`config.mk`:
```
export PLATFORM = sky130hd
export DESIGN_NAME = div_unit
export DESIGN_NICKNAME = d
export VERILOG_FILES = /design/src/rtl/div_unit.sv
export SDC_FILE = /design/constraint.sdc
export NUM_CORES = 1
export LEC_CHECK = 0
export CORE_MARGIN = 2
export CORE_UTILIZATION = 34
export CTS_CLUSTER_SIZE = 14
export DETAILED_ROUTE_END_ITERATION = 10
export SLEW_MARGIN = 10
export SYNTH_ARGS = -nofsm -noshare
export SYNTH_HDL_FRONTEND = slang
export SYNTH_SLANG_ARGS = --single-unit
```
`constraint.sdc`:
```
create_clock -name clk -period 8.85 [get_ports clk]
set_input_delay 1.77 -clock clk [delete_from_list [all_inputs] [get_ports clk]]
set_output_delay 1.77 -clock clk [all_outputs]
set_load 0.01 [all_outputs]
```
`src/rtl/div_unit.sv`:
```
// 32-bit restoring divider (MIPS DIV semantics, DIVU via DIV_DIVU_EN); 33 cycles accept-to-done.
// start is taken only in IDLE and ignored while busy; b==0 pulses div0 instead of starting.
module div_unit #(
  parameter int WIDTH = 32
) (
  input  logic             clk,
  input  logic             reset,
  input  logic             start,
  input  logic [WIDTH-1:0] a,
  input  logic [WIDTH-1:0] b,
`ifdef DIV_DIVU_EN
  input  logic             unsigned_op,
`endif
  output logic [WIDTH-1:0] hi,
  output logic [WIDTH-1:0] lo,
  output logic             busy,
  output logic             done,
  output logic             div0
);

  localparam int CW = $clog2(WIDTH);

  typedef enum logic [1:0] {IDLE, CALC, FIX} state_t;

  state_t           state, state_nx;
  logic [WIDTH-1:0] rem, rem_nx, quo, quo_nx, dvsr, dvsr_nx, hi_nx, lo_nx;
  logic [CW-1:0]    cnt, cnt_nx;
  logic             qsign, qsign_nx, rsign, rsign_nx;
  logic             busy_nx, done_nx, div0_nx;
  logic             uop;
  logic [WIDTH:0]   sh_rem, diff;

`ifdef DIV_DIVU_EN
  assign uop = unsigned_op;
`else
  assign uop = 1'b0;
`endif

  // The dividend is shifted out of quo into rem one bit per iteration.
  assign sh_rem = {rem, quo[WIDTH-1]};
  assign diff   = sh_rem - {1'b0, dvsr};

  always_ff @(posedge clk or negedge reset) begin
    if (!reset) begin
      state <= IDLE;
      rem   <= '0;
      quo   <= '0;
      dvsr  <= '0;
      cnt   <= '0;
      qsign <= 1'b0;
      rsign <= 1'b0;
      hi    <= '0;
      lo    <= '0;
      busy  <= 1'b0;
      done  <= 1'b0;
      div0  <= 1'b0;
    end else begin
      state <= state_nx;
      rem   <= rem_nx;
      quo   <= quo_nx;
      dvsr  <= dvsr_nx;
      cnt   <= cnt_nx;
      qsign <= qsign_nx;
      rsign <= rsign_nx;
      hi    <= hi_nx;
      lo    <= lo_nx;
      busy  <= busy_nx;
      done  <= done_nx;
      div0  <= div0_nx;
    end
  end

  always_comb begin
    state_nx = state;
    rem_nx   = rem;
    quo_nx   = quo;
    dvsr_nx  = dvsr;
    cnt_nx   = cnt;
    qsign_nx = qsign;
    rsign_nx = rsign;
    hi_nx    = hi;
    lo_nx    = lo;
    busy_nx  = busy;
    done_nx  = 1'b0;
    div0_nx  = 1'b0;
    case (state)
      IDLE: begin
        if (start) begin
          if (b == '0) begin
            div0_nx = 1'b1;
          end else begin
            dvsr_nx  = (!uop && b[WIDTH-1]) ? (~b + 1'b1) : b;
            quo_nx   = (!uop && a[WIDTH-1]) ? (~a + 1'b1) : a;
            rem_nx   = '0;
            qsign_nx = !uop && (a[WIDTH-1] ^ b[WIDTH-1]);
            rsign_nx = !uop && a[WIDTH-1];
            cnt_nx   = '0;
            busy_nx  = 1'b1;
            state_nx = CALC;
          end
        end
      end
      CALC: begin
        // diff MSB set means the trial subtraction went negative: restore.
        rem_nx = diff[WIDTH] ? sh_rem[WIDTH-1:0] : diff[WIDTH-1:0];
        quo_nx = {quo[WIDTH-2:0], ~diff[WIDTH]};
        cnt_nx = cnt + CW'(1);
        if (cnt == CW'(WIDTH - 1)) state_nx = FIX;
      end
      FIX: begin
        lo_nx    = qsign ? (~quo + 1'b1) : quo;
        hi_nx    = rsign ? (~rem + 1'b1) : rem;
        done_nx  = 1'b1;
        busy_nx  = 1'b0;
        state_nx = IDLE;
      end
      default: state_nx = IDLE;
    endcase
  end

endmodule

```
### Word level (Yosys, flattened, before mapping)

Index checks and enable logic that the tools add are counted.

* register bits after elaboration: 172
* input bits: 67
* output and inout port bits: 67
* word-level logic and storage cells: 64

* add/subtract/negate cells: 6
* eq/ne operators: 6
* muxes and demuxes: 25
* bitwise gates (word level): 7
* reduce and logical (&&, ||, !) cells: 8

Operators by type and width (count)
* $mux W32: 9
* $add A32 B1 Y32 const B: 4
* $not A32 Y32: 4
* $pmux W32 S2: 2
* $sub A33 B32 Y33: 1
* $logic_not A32 Y1: 1
* $reduce_and A3 Y1: 4
* $mux W5: 2
* $pmux W5 S2: 1
* $mux W1: 6
* $mux W2: 3
* $ne A2 B2 Y1 const B: 3
* $add A5 B1 Y5 const B: 1
* $eq A5 B5 Y1 const B: 1
* $pmux W2 S2: 1
* $reduce_bool A2 Y1: 2
* $eq A2 B1 Y1 const B: 1
* $eq A2 B2 Y1 const B: 1
* $logic_not A2 Y1: 1
* $not A1 Y1: 2
* $pmux W1 S2: 1
* $xor A1 B1 Y1: 1

### Logic depth before layout (Yosys ltp)

* depth after elaboration: 6
* gate-level depth with buffers: 13
* gate-level depth less buffers: 12

### Least setup slack after synthesis

Ideal clock, no wire load.

* path type: input to register
* from: input port b[14]
* to: register quo[31]
* arrival: 4.430 ns
* slack: 4.325 ns
* stages on the path: 11
* path through: or4_4 or3_4 or4_4 or4_4 nor2b_4 buf_6 nor2_8 buf_6 buf_6 a22oi_1 o31ai_1

* longest elaborated chain between the ends: 3

Ends and longest elaborated chain
* start: declaration: RTL line 10 `input logic [WIDTH-1:0] b,`
* $logic_not A32 Y1: RTL line 89 `if (b == '0) begin`
* $ne A2 B2 Y1 (no line)
* $reduce_and A3 Y1 (no line)
* end signal: assignment: RTL line 60 `quo <= quo_nx;`
* end: declaration: RTL line 26 `logic [WIDTH-1:0] rem, rem_nx, quo, quo_nx, dvsr, dvsr_nx, hi_nx, lo_nx;`

No other way between the ends.
A chain may end at the register's enable or synchronous reset.

### Worst setup path in the final report

* from: input port b[14]
* to: register quo[3]

The elaborated chain is that of the path after synthesis.

==> flow_summary.ini <==
[floorplan]
num_rows = 65
die_area_um2 = 33700
ioPinCount = 134
start_util = 0.346
fp.dieW_um = 183
coreArea_um2 = 31600
die_h_um = 183

[worst_hold_path]
hold_depth = 2
holdCritStartpoint = lo[8]
hold_end = lo[8]
hold_class = reg -> reg

[placement]
dp.cells = 1715
gp_congestion = 0.866
io_buffers = 133
dp_hpwl_um = 20300
dp_slack_ps = 2970
dpl_cell_area_um2 = 12600

[synthesis]
syn-num-nets = 1344
avgSynthCellArea_um2 = 8.85
synth_area_leader_cell = dfrtp_1
syn_inst = 1238
ys.flop_type = dfrtp_1
ys_ff_latch = 172
syn_area_um2 = 11000
async_reset_ff_frac = 1.00
synth_edf_count = 0
synth.distinct_cells = 64
ys_seq_area_frac = 0.393
synthTopCellsByArea = dfrtp_1 (39%), xor2_1 (7.7%), o21ai_0 (7.0%)
synth_top_area_frac = 0.393
ys_warn_count = 0

[cts]
hold_buffers = 0
cts_tree = done
ctsResizeCount = 0
cts.clk_slew.worst_paths_ps = 70
clk-insertion-delay-late_ps = 430
cts_setup_buffers = 0
clock_path_buffers = 2
clockRootBuffer = clkbuf_16
cts_sinks = 172
h-tree-depth = 4
cts_buffers = 17

[global_route]
grt_max_degree = 131
groute.usage.overall = 0.172
antenna_found_initial = 0
grt_pass1_wl_um = 46700
grt_pass1_vias = 8837
grt.overflow.total = 0

[detailed_routing]
first_iter_violations = 697
routed-via-count = 9259
avgRoutedWirePerCell_um = 16.2
postRouteAntennaNets = 0
first_pass_iters = 5
routed_wirelength_um = 28300
drc = 0
via_per_inst = 5.30

[finish]
drive_gt1_frac = 0.0520
nets = 1438
layout_common_cells = dfrtp_1 (172), nand2_1 (166), o21ai_0 (153)
final_common_cell = dfrtp_1
synthToLayoutAreaGrowth_pct = 20.3
final_area_um2 = 13200
instances_no_fill = 1747
antennaDiodeCount = 0

[setup_path]
path_buf_inv = 2
worst_path_dominant_cell_family = simple AND/OR/NAND/NOR gates
cp_common_cell = or4_4
r2r_end = rem[15]
reg2regPathDepth = 11
critPathCaptureType = register
rr_startpoint = rem[1]
path_cells = clkdlybuf4s50_1 > or4_4 > or3_4 > or4_4 > or4_4 > nand3_4 > buf_4 > nor2_1 > a221o_1
setup.worst_path.class = in -> reg
regToRegSetupSlack_ps = 4780
cp_data_arrival_time_ps = 5740
slowest_delay_ps = 560
crit_required_ps = 9150
cp_max_fo = 67
startpoint_type = input port
cpMaxStageDelayCell = or4_4

[timing]
worstMarginPinSlew_ps = 1160
clock.fmax_mhz = 184
period_minus_slack_ps = 5440
relSlewSlack = 0.230
postLayoutSetupSlackWorst_ps = 3410
setup-tns-final_ps = 0
post-route-period-util = 0.615
final-hold-violation-count = 0
maxSlewViolCount = 0
setup_viol_count_final = 0
rsz0062_at_grt = no
fin_skew_ps = 18.0

[power_and_ir_drop]
power_density_nw_per_um2 = 368
p_leak_nw = 5.57
vdd_ir_drop_max_uv = 249

[job]
maxCapViolations = 0

[outcome]
outcome = completed
[Yosys cell counts (9+ instances only)]
cell type  number
dfrtp_1       172
nand2_1       166
o21ai_0       153
xor2_1         96
nor2_1         62
a21oi_1        56
xnor2_1        51
clkbuf_1       49
inv_1          49
o31ai_1        39
ha_1           38
mux2i_1        27
or4_1          23
nand3_1        22
o21ai_1        21
a22oi_1        20
o41ai_1        16
or3_1          16
a21o_1         11
nor4_1         11
a221o_1        10
nand2b_1       10
o21ai_2         9
[logic make-up after synthesis]
group / after synthesis / synth area share
and+or+nand+nor: 353 / 0.154
xor gates and xnor gates: 147 / 0.118
DFF: 172 / 0.393
adders and majority gates: 39 / 0.0452
AOI/OAI and AO/OA: 386 / 0.221
muxes: 27 / 0.0247
buffers and inverters: 114 / 0.0441
[through the flow]
| step | power [mW] | hold slack [ps] | utilization |
|---|---|---|---|
| after floorplan | 3.37 | 450 | - |
| after global placement | 4.02 | 463 | 0.397 |
| after detailed placement | 4.07 | 468 | 0.397 |
| after CTS | 4.86 | 485 | 0.416 |
| after global routing | 5.30 | 511 | 0.416 |
| final | 4.84 | 478 | 0.416 |
[per-layer routing]
layer  part of all wire  GRT usage
met5                  0          0
met3              0.055     0.0261
met4              0.010     0.0413
met1               0.50      0.256
met2               0.44      0.263
[report_power, final]
part / total (mW) / internal (mW) / switching [mW]
Clock: 0.780 / 0.427 / 0.353
Combinational: 2.61 / 1.15 / 1.46
Sequential: 1.45 / 1.08 / 0.374
[layout make-up]
| cell class | instances | area, um^2 |
|---|---|---|
| fill | 3149 | 18500 |
| multi-input combinational | 952 | 6190 |
| sequential | 172 | 4300 |
| timing repair buffer | 140 | 1390 |
| tap | 402 | 503 |
| clock buffer | 17 | 425 |
| inverter | 49 | 184 |
| clock inverter | 15 | 174 |
[tightest hold or removal path: cells and delay by family (launching register included)]
family | cells | cell delay, ps
compound gates | 1 | 60
simple gates | 1 | 40
flops | 1 | 340
[how the worst max path moves through the flow]
stage,startpoint,end,depth (start not counted)
2_1_floorplan,b[14],quo[31],11
3_3_place_gp,b[14],quo[6],9
3_5_place_dp,b[14],quo[3],9
4_1_cts,b[14],quo[3],9
5_1_grt,b[12],quo[11],9
6_report,b[14],quo[3],9
[registers in the layout, summed over array words and instances (netlist names)]
register  count
state         2
qsign         1
quo          32
div0          1
cnt           5
rsign         1
busy          1
hi           32
dvsr         32
lo           32
done          1
rem          32
No activity file was read; power rests on OpenSTA's default activity.
==> RTL change 1 (same flow settings) <==
`WIDTH`: 32 -> 16.
--- a/src/rtl/div_unit.sv
+++ b/src/rtl/div_unit.sv
@@ -2,5 +2,5 @@
 // start is taken only in IDLE and ignored while busy; b==0 pulses div0 instead of starting.
 module div_unit #(
-  parameter int WIDTH = 32
+  parameter int WIDTH = 16
 ) (
   input  logic             clk,
Interface: changed (resized a, b, hi and lo); port bits go from 134 to 70. The function was not compared with the original's and may differ.
==> RTL change 1 against the unedited design <==
  * Fmax is 20% higher
  * First-iteration DRC count is 57% lower
  * Hold slack hardly changed
  * Setup slack better by 910 ps
  * Clock skew is 11 ps lower
  * Power is 46% lower
  * Sequential cell count is 81 lower
  * Non-clock buffer count is 69 lower
  * Area after synthesis is 48% lower
  * Combinational power is 47% lower
  * Wire length is 53% lower
  * Critical path depth is 3 lower
  * Final area is 48% lower
==> RTL change 1: results (changes against the unedited design) <==
- Worst Path Arrival: 4720 ps (-1020 ps)
- Commonest cells in the netlist: nand2_1, dfrtp_1, o21ai_0
- Net Count, Synth: 697 (-48%)
- Critical Path End: quo[0]
- Max stage delay on crit path: 860 ps (+300 ps)
- Worst setup path startpoint: b[8]
- DP Worst Slack: 3935 ps (+966.4 ps)
- Synth area leaders: dfrtp_1, xor2_1, o21ai_0, nand2_1, ha_1
- Reg2Reg Depth: 10 (-1)
- P_sw: 1142 µW (-48%)
- Max-slew headroom: 0.1999 (-0.02970)
- Status: complete, no violations
- Total placed cells including tap cells: 900 (-48%)
- GR Layer Usage met1: 0.2290 (-0.02662)
- GR Layer Usage met2: 0.2351 (-0.02799)
- Vias in the first global route: 4434 (-50%)
- Worst Skew: 7.457 ps (-10.59 ps)
- Post-synth cell types: 62 (-3.1%)
- DRT Pass-1 Iters: 4 (-1)
- IO buf count: 69 (-48%)
- Vias: 4704 (-49%)
- Largest net degree at the start of global routing: 73 (-44%)
- Cell count after synthesis: 640 (-48%)
- Via density: 5.135 (-3.1%)
- RR Startpoint: quo[15]
- RePlAce Congestion: 0.8541 (-1.4%)
- H-tree Lvls: 3 (-1)
- Final net count: 748 (-48%)
- Met3 Use GR: 0.02930 (+0.003151)
- Worst Path Max Fanout: 34 (-49%)
- CTS Buf Count: 9 (-8)
RTL change 1: cell count changes in the layout (fill, tap and decap cells not counted), moves of 30 or more:
cell             unedited run  this run
clkdlybuf4s50_1           132        68
dfrtp_1                   172        91
nand2_1                   166        96
nor2_1                     62        31
o21ai_0                   153        78
xnor2_1                    50        20
xor2_1                     96        50
RTL change 1: worst min-delay path by stage:
stage	slack [ps]	end	cells after the start	startpoint
final	480	hi[4]	2	hi[4]
after global routing	500	lo[4]	2	lo[4]
after CTS	490	hi[4]	2	hi[4]
after detailed placement	470	hi[4]	2	hi[4]
after global placement	460	lo[11]	2	lo[11]
after floorplan	450	quo[15]	2	quo[15]
RTL change 1: cell type report:
cell class | instances | area [µm²] | area share
timing repair buffer | 71 | 703.2 | 0.1029
sequential | 91 | 2277 | 0.3334
clock inverter | 6 | 48.80 | 0.007144
multi-input combinational | 492 | 3189 | 0.4669
tap | 220 | 275.3 | 0.04030
clock buffer | 10 | 239.0 | 0.03499
inverter | 26 | 97.59 | 0.01429
RTL change 1: logic make-up after synthesis:
kind of cell | synth area share
muxes | 0.02851
and+or+nand+nor | 0.1728
buffers and inverters | 0.04342
adders and majority gates | 0.04956
DFF | 0.3991
AOI/OAI and AO/OA | 0.1963
xor gates and xnor gates | 0.1103
RTL change 1: per-layer routing:
layer | up-vias | wire [µm] | part of all wire
met4 | 0 | 230 | 0.017
met3 | 13 | 685 | 0.052
met1 | 2215 | 6545 | 0.49
met5 | - | 0 | 0
met2 | 114 | 5780 | 0.44
li1 | 2362 | - | -
RTL change 1: power by group through the flow:
stage | clock network [µW] | registers (µW) | logic, µW
after detailed placement | 0 | 852 | 1390
after global routing | 401 | 878 | 1560
after floorplan | 0 | 787 | 1020
after CTS | 386 | 844 | 1400
final | 375 | 844 | 1380
after global placement | 0 | 841 | 1350
==> RTL change 2 (same flow settings) <==
Without the edit above. Add an input register stage for `start`, `a` and `b`, with the module's reset; this delays them by one clock.
--- a/src/rtl/div_unit.sv
+++ b/src/rtl/div_unit.sv
@@ -22,4 +22,20 @@
 
   typedef enum logic [1:0] {IDLE, CALC, FIX} state_t;
+
+  logic start_q;
+  logic [WIDTH-1:0] a_q;
+  logic [WIDTH-1:0] b_q;
+
+  always_ff @(posedge clk or negedge reset) begin
+    if (!reset) begin
+      start_q <= '0;
+      a_q     <= '0;
+      b_q     <= '0;
+    end else begin
+      start_q <= start;
+      a_q     <= a;
+      b_q     <= b;
+    end
+  end
 
   state_t           state, state_nx;
@@ -86,13 +102,13 @@
     case (state)
       IDLE: begin
-        if (start) begin
-          if (b == '0) begin
+        if (start_q) begin
+          if (b_q == '0) begin
             div0_nx = 1'b1;
           end else begin
-            dvsr_nx  = (!uop && b[WIDTH-1]) ? (~b + 1'b1) : b;
-            quo_nx   = (!uop && a[WIDTH-1]) ? (~a + 1'b1) : a;
+            dvsr_nx  = (!uop && b_q[WIDTH-1]) ? (~b_q + 1'b1) : b_q;
+            quo_nx   = (!uop && a_q[WIDTH-1]) ? (~a_q + 1'b1) : a_q;
             rem_nx   = '0;
-            qsign_nx = !uop && (a[WIDTH-1] ^ b[WIDTH-1]);
-            rsign_nx = !uop && a[WIDTH-1];
+            qsign_nx = !uop && (a_q[WIDTH-1] ^ b_q[WIDTH-1]);
+            rsign_nx = !uop && a_q[WIDTH-1];
             cnt_nx   = '0;
             busy_nx  = 1'b1;
Behaviour: not the same (a bounded check fails within 4 cycles, from zero or initial values and one cycle with reset low).
==> RTL change 2 against the unedited design <==
  * Die area rose by 13%
  * Area after synthesis rose by 14%
  * Sequential power is 20% higher
  * Power rose by 12%
  * Sequential cell count rose by 65
  * Synthesized cell count grew 3.1%
  * Setup slack gained 1200 ps
  * Utilization hardly changed
  * Wire length increased by 6.4%
  * Final cell count up 7.1%
  * Final area is 15% higher
  * Combinational power fell by 5%
==> RTL change 2: results (changes against the unedited design) <==
- Status: complete, no violations
- Crit-path slowest cell: nor3_2
- DP Area: 0.01415 mm² (+13%)
- H-tree Lvls: 1 (-3)
- Share of layout cells above drive strength 1: 0.05560 (+0.003551)
- Global-route wire length before repair: 49.51 mm (+6.1%)
- Vias in the first global route: 9116 (+3.2%)
- DR iter-0 viols: 503 (-28%)
- Worst skew pair latency: 560 ps (+130 ps)
- Cell area after layout: 0.01512 mm² (+15%)
- Commonest cells in the netlist: dfrtp_1, nand2_1, o21ai_0
- CTS Buffer Depth: 3 (+1)
- Worst Path Arrival: 4690 ps (-1050 ps)
- Leakage: 0.006483 µW (+16%)
- Internal Power: 3231 µW (+22%)
- Worst Skew: 22.78 ps (+4.734 ps)
- Final period utilization: 0.4792 (-0.1356)
- Final net count: 1489 (+3.5%)
- Worst vdd ir: 0.0001897 V (-24%)
- Detail Placement HPWL: 21.96 mm (+8.2%)
- Post-synth cell types: 67 (+4.7%)
- Via density: 5.032 (-5.1%)
- Worst path top cell family by delay: compound AO/OA/AOI/OAI gates
- Max stage delay on crit path: 660 ps (+100 ps)
- CTS Buf Count: 27 (+10)
- Routed wire length: 30.05 mm (+6.4%)
[RTL change 2: changes by cell type after synthesis, sizes merged, moves of 6 or more]
cell	delta
dfrtp	+65
o21ai	-11
nand3	-10
a21o	+8
a21oi	-8
nor3	+8
or4	-8
nand2	+7
nand2b	+6
[RTL change 2: metrics by stage]
stage | hold WS (ps) | worst slack [ps] | instances | total power [µW]
floorplan | 449.8 | 5553 | 1276 | 3564
global placement | 461.6 | 4701 | 1822 | 4163
detailed placement | 469.1 | 4584 | 1822 | 4228
CTS | 483.2 | 4584 | 1871 | 5462
global route | 504.4 | 4285 | 1871 | 5865
finish | 475.2 | 4609 | 1871 | 5423
[RTL change 2: cell type report]
| class | count | share of cell area |
|---|---|---|
| multi-input cells | 928 | 0.4003 |
| flip-flops and latches | 237 | 0.3922 |
| repair buffers | 143 | 0.09332 |
| clock buffers | 37 | 0.04981 |
| well taps | 468 | 0.03872 |
| clock inverters | 12 | 0.01423 |
| inverters | 46 | 0.01142 |
[RTL change 2: tightest hold or removal path, stage by stage (launching register included)]
cell     delay [ps]
dfrtp_1         340
nand2_1          40
o21ai_0          60
[RTL change 2: power groups by stage]
stage | combinational (µW) | sequential [µW] | clock [µW]
after floorplan | 1910 | 1650 | 0
after global placement | 2430 | 1740 | 0
after detailed placement | 2470 | 1750 | 0
after CTS | 2480 | 1730 | 1240
after global routing | 2780 | 1790 | 1290
final | 2470 | 1740 | 1210
[RTL change 2: per-layer routing]
layer | vias up | GRT usage | share of wire
li1 | 4724 | - | -
met1 | 4472 | 0.2497 | 0.53
met2 | 185 | 0.2271 | 0.42
met3 | 33 | 0.02349 | 0.044
met4 | 0 | 0.03082 | 0.013
met5 | - | 0 | 0
[RTL change 2: worst paths after layout]
kind | startpoint | end | slack, ps | cells after the start
min | lo[15] | lo[15] | 480 | 2
max reg2reg | quo[31] | rem[30] | 4610 | 15
max in group asynchronous | reset | lo[23] | 6180 | 2
max | quo[31] | rem[30] | 4610 | 15
min in group asynchronous | reset | b_q[11] | 1320 | 1
min reg2reg | lo[15] | lo[15] | 480 | 2
[RTL change 2: cell families after synthesis]
kind of cell | after synthesis | share of synthesized area
xor+xnor | 146 | 0.1028
compound gates | 365 | 0.1843
mux | 30 | 0.02424
fa+ha+maj | 39 | 0.03982
buf+inv | 111 | 0.03852
flops | 237 | 0.4767
simple gates | 348 | 0.1336
